## src/rtl/perf_counter_bank.sv

```systemverilog
// Bank of event counters with wrap/saturate overflow, sticky overflow flags,
// atomic snapshot into shadow registers, registered readout and software preload.
module perf_counter_bank #(
  parameter int NUM_CNT  = 7,
  parameter int WIDTH    = 16,
  parameter int INC_W    = 2,
  parameter int SAT_MODE = 0,
  parameter int SEL_W    = 3
) (
  input  logic                       clk,
  input  logic                       reset,
  input  logic                       enable,
  input  logic [NUM_CNT*INC_W-1:0]   inc,
  input  logic                       clear,
  input  logic                       snapshot,
  input  logic                       wr_en,
  input  logic [SEL_W-1:0]           wr_sel,
  input  logic [WIDTH-1:0]           wr_data,
  input  logic                       rd_en,
  input  logic [SEL_W-1:0]           rd_sel,
  output logic [WIDTH-1:0]           rd_data,
  output logic                       rd_valid,
  output logic [NUM_CNT-1:0]         ovf,
  output logic                       irq_ovf
);

  logic [WIDTH-1:0] cnt_q    [NUM_CNT];
  logic [WIDTH-1:0] cnt_d    [NUM_CNT];
  logic [WIDTH-1:0] shadow_q [NUM_CNT];
  logic [WIDTH-1:0] shadow_d [NUM_CNT];
  logic [WIDTH:0]   sum_ch   [NUM_CNT];
  logic [INC_W-1:0] inc_ch   [NUM_CNT];
  logic [NUM_CNT-1:0] ovf_q, ovf_d;
  logic [WIDTH-1:0] rd_data_q, rd_data_d;
  logic             rd_valid_q, rd_valid_d;

  // Carry out of the extended sum selects between wrap and clamp-to-all-ones.
  function automatic logic [WIDTH-1:0] sat_wrap(input logic [WIDTH:0] sum);
    if (sum[WIDTH] && (SAT_MODE != 0)) return '1;
    return sum[WIDTH-1:0];
  endfunction

  always_comb begin
    for (int i = 0; i < NUM_CNT; i++) begin
      inc_ch[i] = inc[i*INC_W +: INC_W];
      sum_ch[i] = {1'b0, cnt_q[i]} + {{(WIDTH+1-INC_W){1'b0}}, inc_ch[i]};
    end
  end

  always_comb begin
    ovf_d = ovf_q;
    for (int i = 0; i < NUM_CNT; i++) begin
      cnt_d[i]    = cnt_q[i];
      // Shadows always take the pre-update count, so snapshot+clear loses nothing.
      shadow_d[i] = snapshot ? cnt_q[i] : shadow_q[i];
      if (clear) begin
        cnt_d[i] = '0;
        ovf_d[i] = 1'b0;
      end else if (wr_en && (wr_sel == SEL_W'(i))) begin
        cnt_d[i] = wr_data;
        ovf_d[i] = 1'b0;
      end else if (enable && (inc_ch[i] != '0)) begin
        cnt_d[i] = sat_wrap(sum_ch[i]);
        if (sum_ch[i][WIDTH]) ovf_d[i] = 1'b1;
      end
    end
  end

  // Reads see the shadow as it stood before this edge's snapshot.
  always_comb begin
    rd_valid_d = rd_en;
    rd_data_d  = rd_data_q;
    if (rd_en) begin
      rd_data_d = '0;
      for (int i = 0; i < NUM_CNT; i++) begin
        if (rd_sel == SEL_W'(i)) rd_data_d = shadow_q[i];
      end
    end
  end

  always_ff @(posedge clk or negedge reset) begin
    if (!reset) begin
      for (int i = 0; i < NUM_CNT; i++) begin
        cnt_q[i]    <= '0;
        shadow_q[i] <= '0;
      end
      ovf_q      <= '0;
      rd_data_q  <= '0;
      rd_valid_q <= 1'b0;
    end else begin
      for (int i = 0; i < NUM_CNT; i++) begin
        cnt_q[i]    <= cnt_d[i];
        shadow_q[i] <= shadow_d[i];
      end
      ovf_q      <= ovf_d;
      rd_data_q  <= rd_data_d;
      rd_valid_q <= rd_valid_d;
    end
  end

  assign rd_data  = rd_data_q;
  assign rd_valid = rd_valid_q;
  assign ovf      = ovf_q;
  assign irq_ovf  = |ovf_q;

endmodule

```

## config.mk

```make
export PLATFORM = sky130hd
export DESIGN_NAME = perf_counter_bank
export DESIGN_NICKNAME = d
export VERILOG_FILES = /design/src/rtl/perf_counter_bank.sv
export SDC_FILE = /design/constraint.sdc
export NUM_CORES = 1
export LEC_CHECK = 0
export CORE_ASPECT_RATIO = 1.2
export CORE_MARGIN = 2
export CORE_UTILIZATION = 40
export CTS_CLUSTER_DIAMETER = 30
export DETAILED_ROUTE_END_ITERATION = 8
export GPL_TIMING_DRIVEN = 0
export PLACE_DENSITY = 0.64
export SLEW_MARGIN = 30
export SYNTH_ARGS = -nofsm -noshare
export SYNTH_HDL_FRONTEND = slang
export SYNTH_SLANG_ARGS = --single-unit
```

## constraint.sdc

```tcl
create_clock -name clk -period 3 [get_ports clk]
set_clock_uncertainty 0.1 [all_clocks]
set_input_delay 0.6 -clock clk [delete_from_list [all_inputs] [get_ports clk]]
set_output_delay 0.6 -clock clk [all_outputs]
set_load 0.01 [all_outputs]
```

==> metrics.txt <==
initial antenna violation count 1; CP peak stage delay 0.52 ns; count leader, synth dfrtp_1; Initial Utilization 40.3%; via count 10700; Overall Global Routing Usage 25.6%; EDFF count, synth 0; # DRC 0; TritonCTS clock tree done; WL met1 17500 um; final wirelength 42700 um; top_reg_cell synth dfrtp_1; setup TNS 0 ns; Crit Path Max Fanout 3; synth unique cells 53; crit path max-delay cell type clkdlybuf4s50_1; vias in the first global route 10700; synthesized area 12900 sq um; Leak 6.60 nW; post-synthesis adder-cell area fraction 2.45%; Final Cell Area 16000 sq um; period utilization 90.5%; layout cells sized above 1 15.7%; Setup WS pre-CTS -0.100 ns; hold depth 1; Final Hold Viols 0; largest net degree at the start of global routing 80; I/O pins 68; n_diodes 0; RSZ-0062 raised after global routing no; WL met3 2400 um; Pre-antenna DRT Iters 7; first-pass GRT wire length 65300 um; worst skew pair latency 0.57 ns; placed cells 1711; PwrDens 677 nW/um^2; max layer used met5; Sink Count 248; register area 6210 sq um; mux share of post-synthesis cell area 12.2%; Final GP Congestion 0.923; critical path required time 2.30 ns; Rel. slew slack 36.8%; critical-path cell list nor4_1, nand2_1, clkdlybuf4s50_1; worst-case reg-to-reg path depth 6; # setup viols final 0; WL/cell 23.7 um; Max-cap violations 0; die area 33700 sq um; Die W 168 um; Clock Pin Slew Worst Setup and Hold Paths 0.05 ns; die height 201 um; main combinational cell family by area after synthesis compound AO/OA/AOI/OAI gates; f_max 0.368 GHz; post-route ant nets 0; CTS H-tree lvls 2; worst vdd ir 0.521 mV; cells after synthesis 1242; Rows 72; Core ar. 32000 sq um; DR vias/cell 5.92; critical path class flip-flop to primary output; Slew Limit Fails 0; post-detail-place hpwl 30400 um; Post-CTS Setup Repair Bufs 0; Worst-Margin Slew 0.946 ns; top cells by area, synth dfrtp_1 48%, mux2_2 9.8%, o21ai_0 4.0%; total length of routed met2 wires 20700 um; TritonCTS buffer count 50; Placed Area 14100 sq um; xor-xnor portion of the synthesized cell area 4.22%; post-cts resize count 0; Setup crit start kind flip-flop; sequential area share after synthesis 48.2%; fill cell count 2833; commonest cells in the netlist 248 x dfrtp_1, 112 x mux2_2, 104 x o21ai_0; Synth area leader dfrtp_1; synth warn 0; simple-gate share of the synthesized area 14.7%; syn nets 1306; area grow syn2layout 24.0%; Avg Cell Area, Syn 10.4 sq um; CTS Root Cell clkbuf_16; fin cells 1804; status finished clean; total gr overflow 0; footprint of the multi-input gates 6210 sq um; worst hold path type flip-flop to flip-flop; fin nets 1421; # port buffers 59; Final min period 2.72 ns; WP data arrival 2.02 ns; final worst setup slack 0.285 ns; CTS max path bufs 3; CP Capture Type primary output; post-synthesis compound-gate area fraction 14.7%; FFs w/ async S/R, synth 100%; post-synth top area share 48.2%; Yosys reg bits 248; hold buffers post-CTS 1; Initial DRC Count 860
-- stage by stage --
stage | hold slack [ns] | util, % | total power (W)
after global routing | 0.407 | 49.9 | 0.0111
after CTS | 0.402 | 49.9 | 0.0108
after global placement | 0.387 | 43.7 | 0.00463
final | 0.401 | 49.9 | 0.0108
after detailed placement | 0.390 | 44.0 | 0.00466
after floorplan | 0.204 | - | 0.00418
-- state kept, by name, indices dropped and copies added (netlist names) --
signal	cells
rd_valid	1
shadow_q	112
cnt_q	112
rd_data	16
ovf	7
-- report_power, final --
part / switching, W / internal [W]
clock network: 0.00197 / 0.00422
registers: 0.000179 / 0.00353
logic: 0.000550 / 0.000364
-- per-layer routing --
| metal | vias up | GRT usage (%) |
|---|---|---|
| li1 | 4863 | - |
| met1 | 5346 | 32.6 |
| met2 | 364 | 42.7 |
| met3 | 107 | 4.51 |
| met4 | 2 | 11.3 |
| met5 | - | 0 |
-- cell usage in the layout, fill, tap and decap left out, drive strengths merged, types with 4 or more instances in the layout --
cell type	netlist	layout
or3	30	30
nor2	84	84
a311oi	13	13
a21oi	41	41
mux2	112	112
fa	7	7
dfrtp	248	248
nor4b	5	5
inv	34	36
clkbuf	77	138
clkdlybuf4s50	0	58
nor3	20	20
clkinv	0	13
ha	14	14
and4	23	23
clkinvlp	0	5
o211ai	8	8
mux2i	31	31
xnor2	49	49
nand3	24	24
nand4	25	25
or4	8	8
nand2b	4	4
nand2	51	51
nand3b	17	17
xor2	13	13
buf	10	14
o22ai	32	32
bufinv	0	11
nor4	26	26
nor3b	8	8
o21ai	118	118
and3	5	5
a31oi	22	22
a211oi	56	56
o31ai	4	4
-- kinds of logic after synthesis --
family / after synthesis
compound gates: 307
xor+xnor: 62
fa+ha+maj: 21
buf+inv: 121
flops: 248
mux: 143
simple gates: 340
-- path summary, 6_finish.rpt --
| path | from | end | slack (ns) |
|---|---|---|---|
| hold reg to reg | shadow_q[96] | shadow_q[96] | 0.40 |
| min in group asynchronous | reset | cnt_q[65] | 0.42 |
| hold / removal | shadow_q[96] | shadow_q[96] | 0.40 |
| setup reg to reg | cnt_q[48] | cnt_q[62] | 0.69 |
| max in group asynchronous | reset | cnt_q[87] | 1.29 |
| setup / recovery | ovf[2] | irq_ovf | 0.28 |
-- critical path, delay by kind of cell (launching register included) --
| family | cells | cell delay, ns |
|---|---|---|
| buffers and inverters | 1 | 0.52 |
| AND/OR/NAND/NOR | 2 | 0.49 |
| flip-flops | 1 | 0.45 |
-- final cells by class --
type | count | area share, %
well taps | 407 | 3.19
plain buffers | 87 | 2.09
flip-flops and latches | 248 | 38.9
multi-input cells | 873 | 38.9
clock buffers | 61 | 8.59
inverters | 34 | 0.799
clock inverters | 31 | 3.27
repair buffers | 63 | 4.31
(Power assumes the default switching activity.)
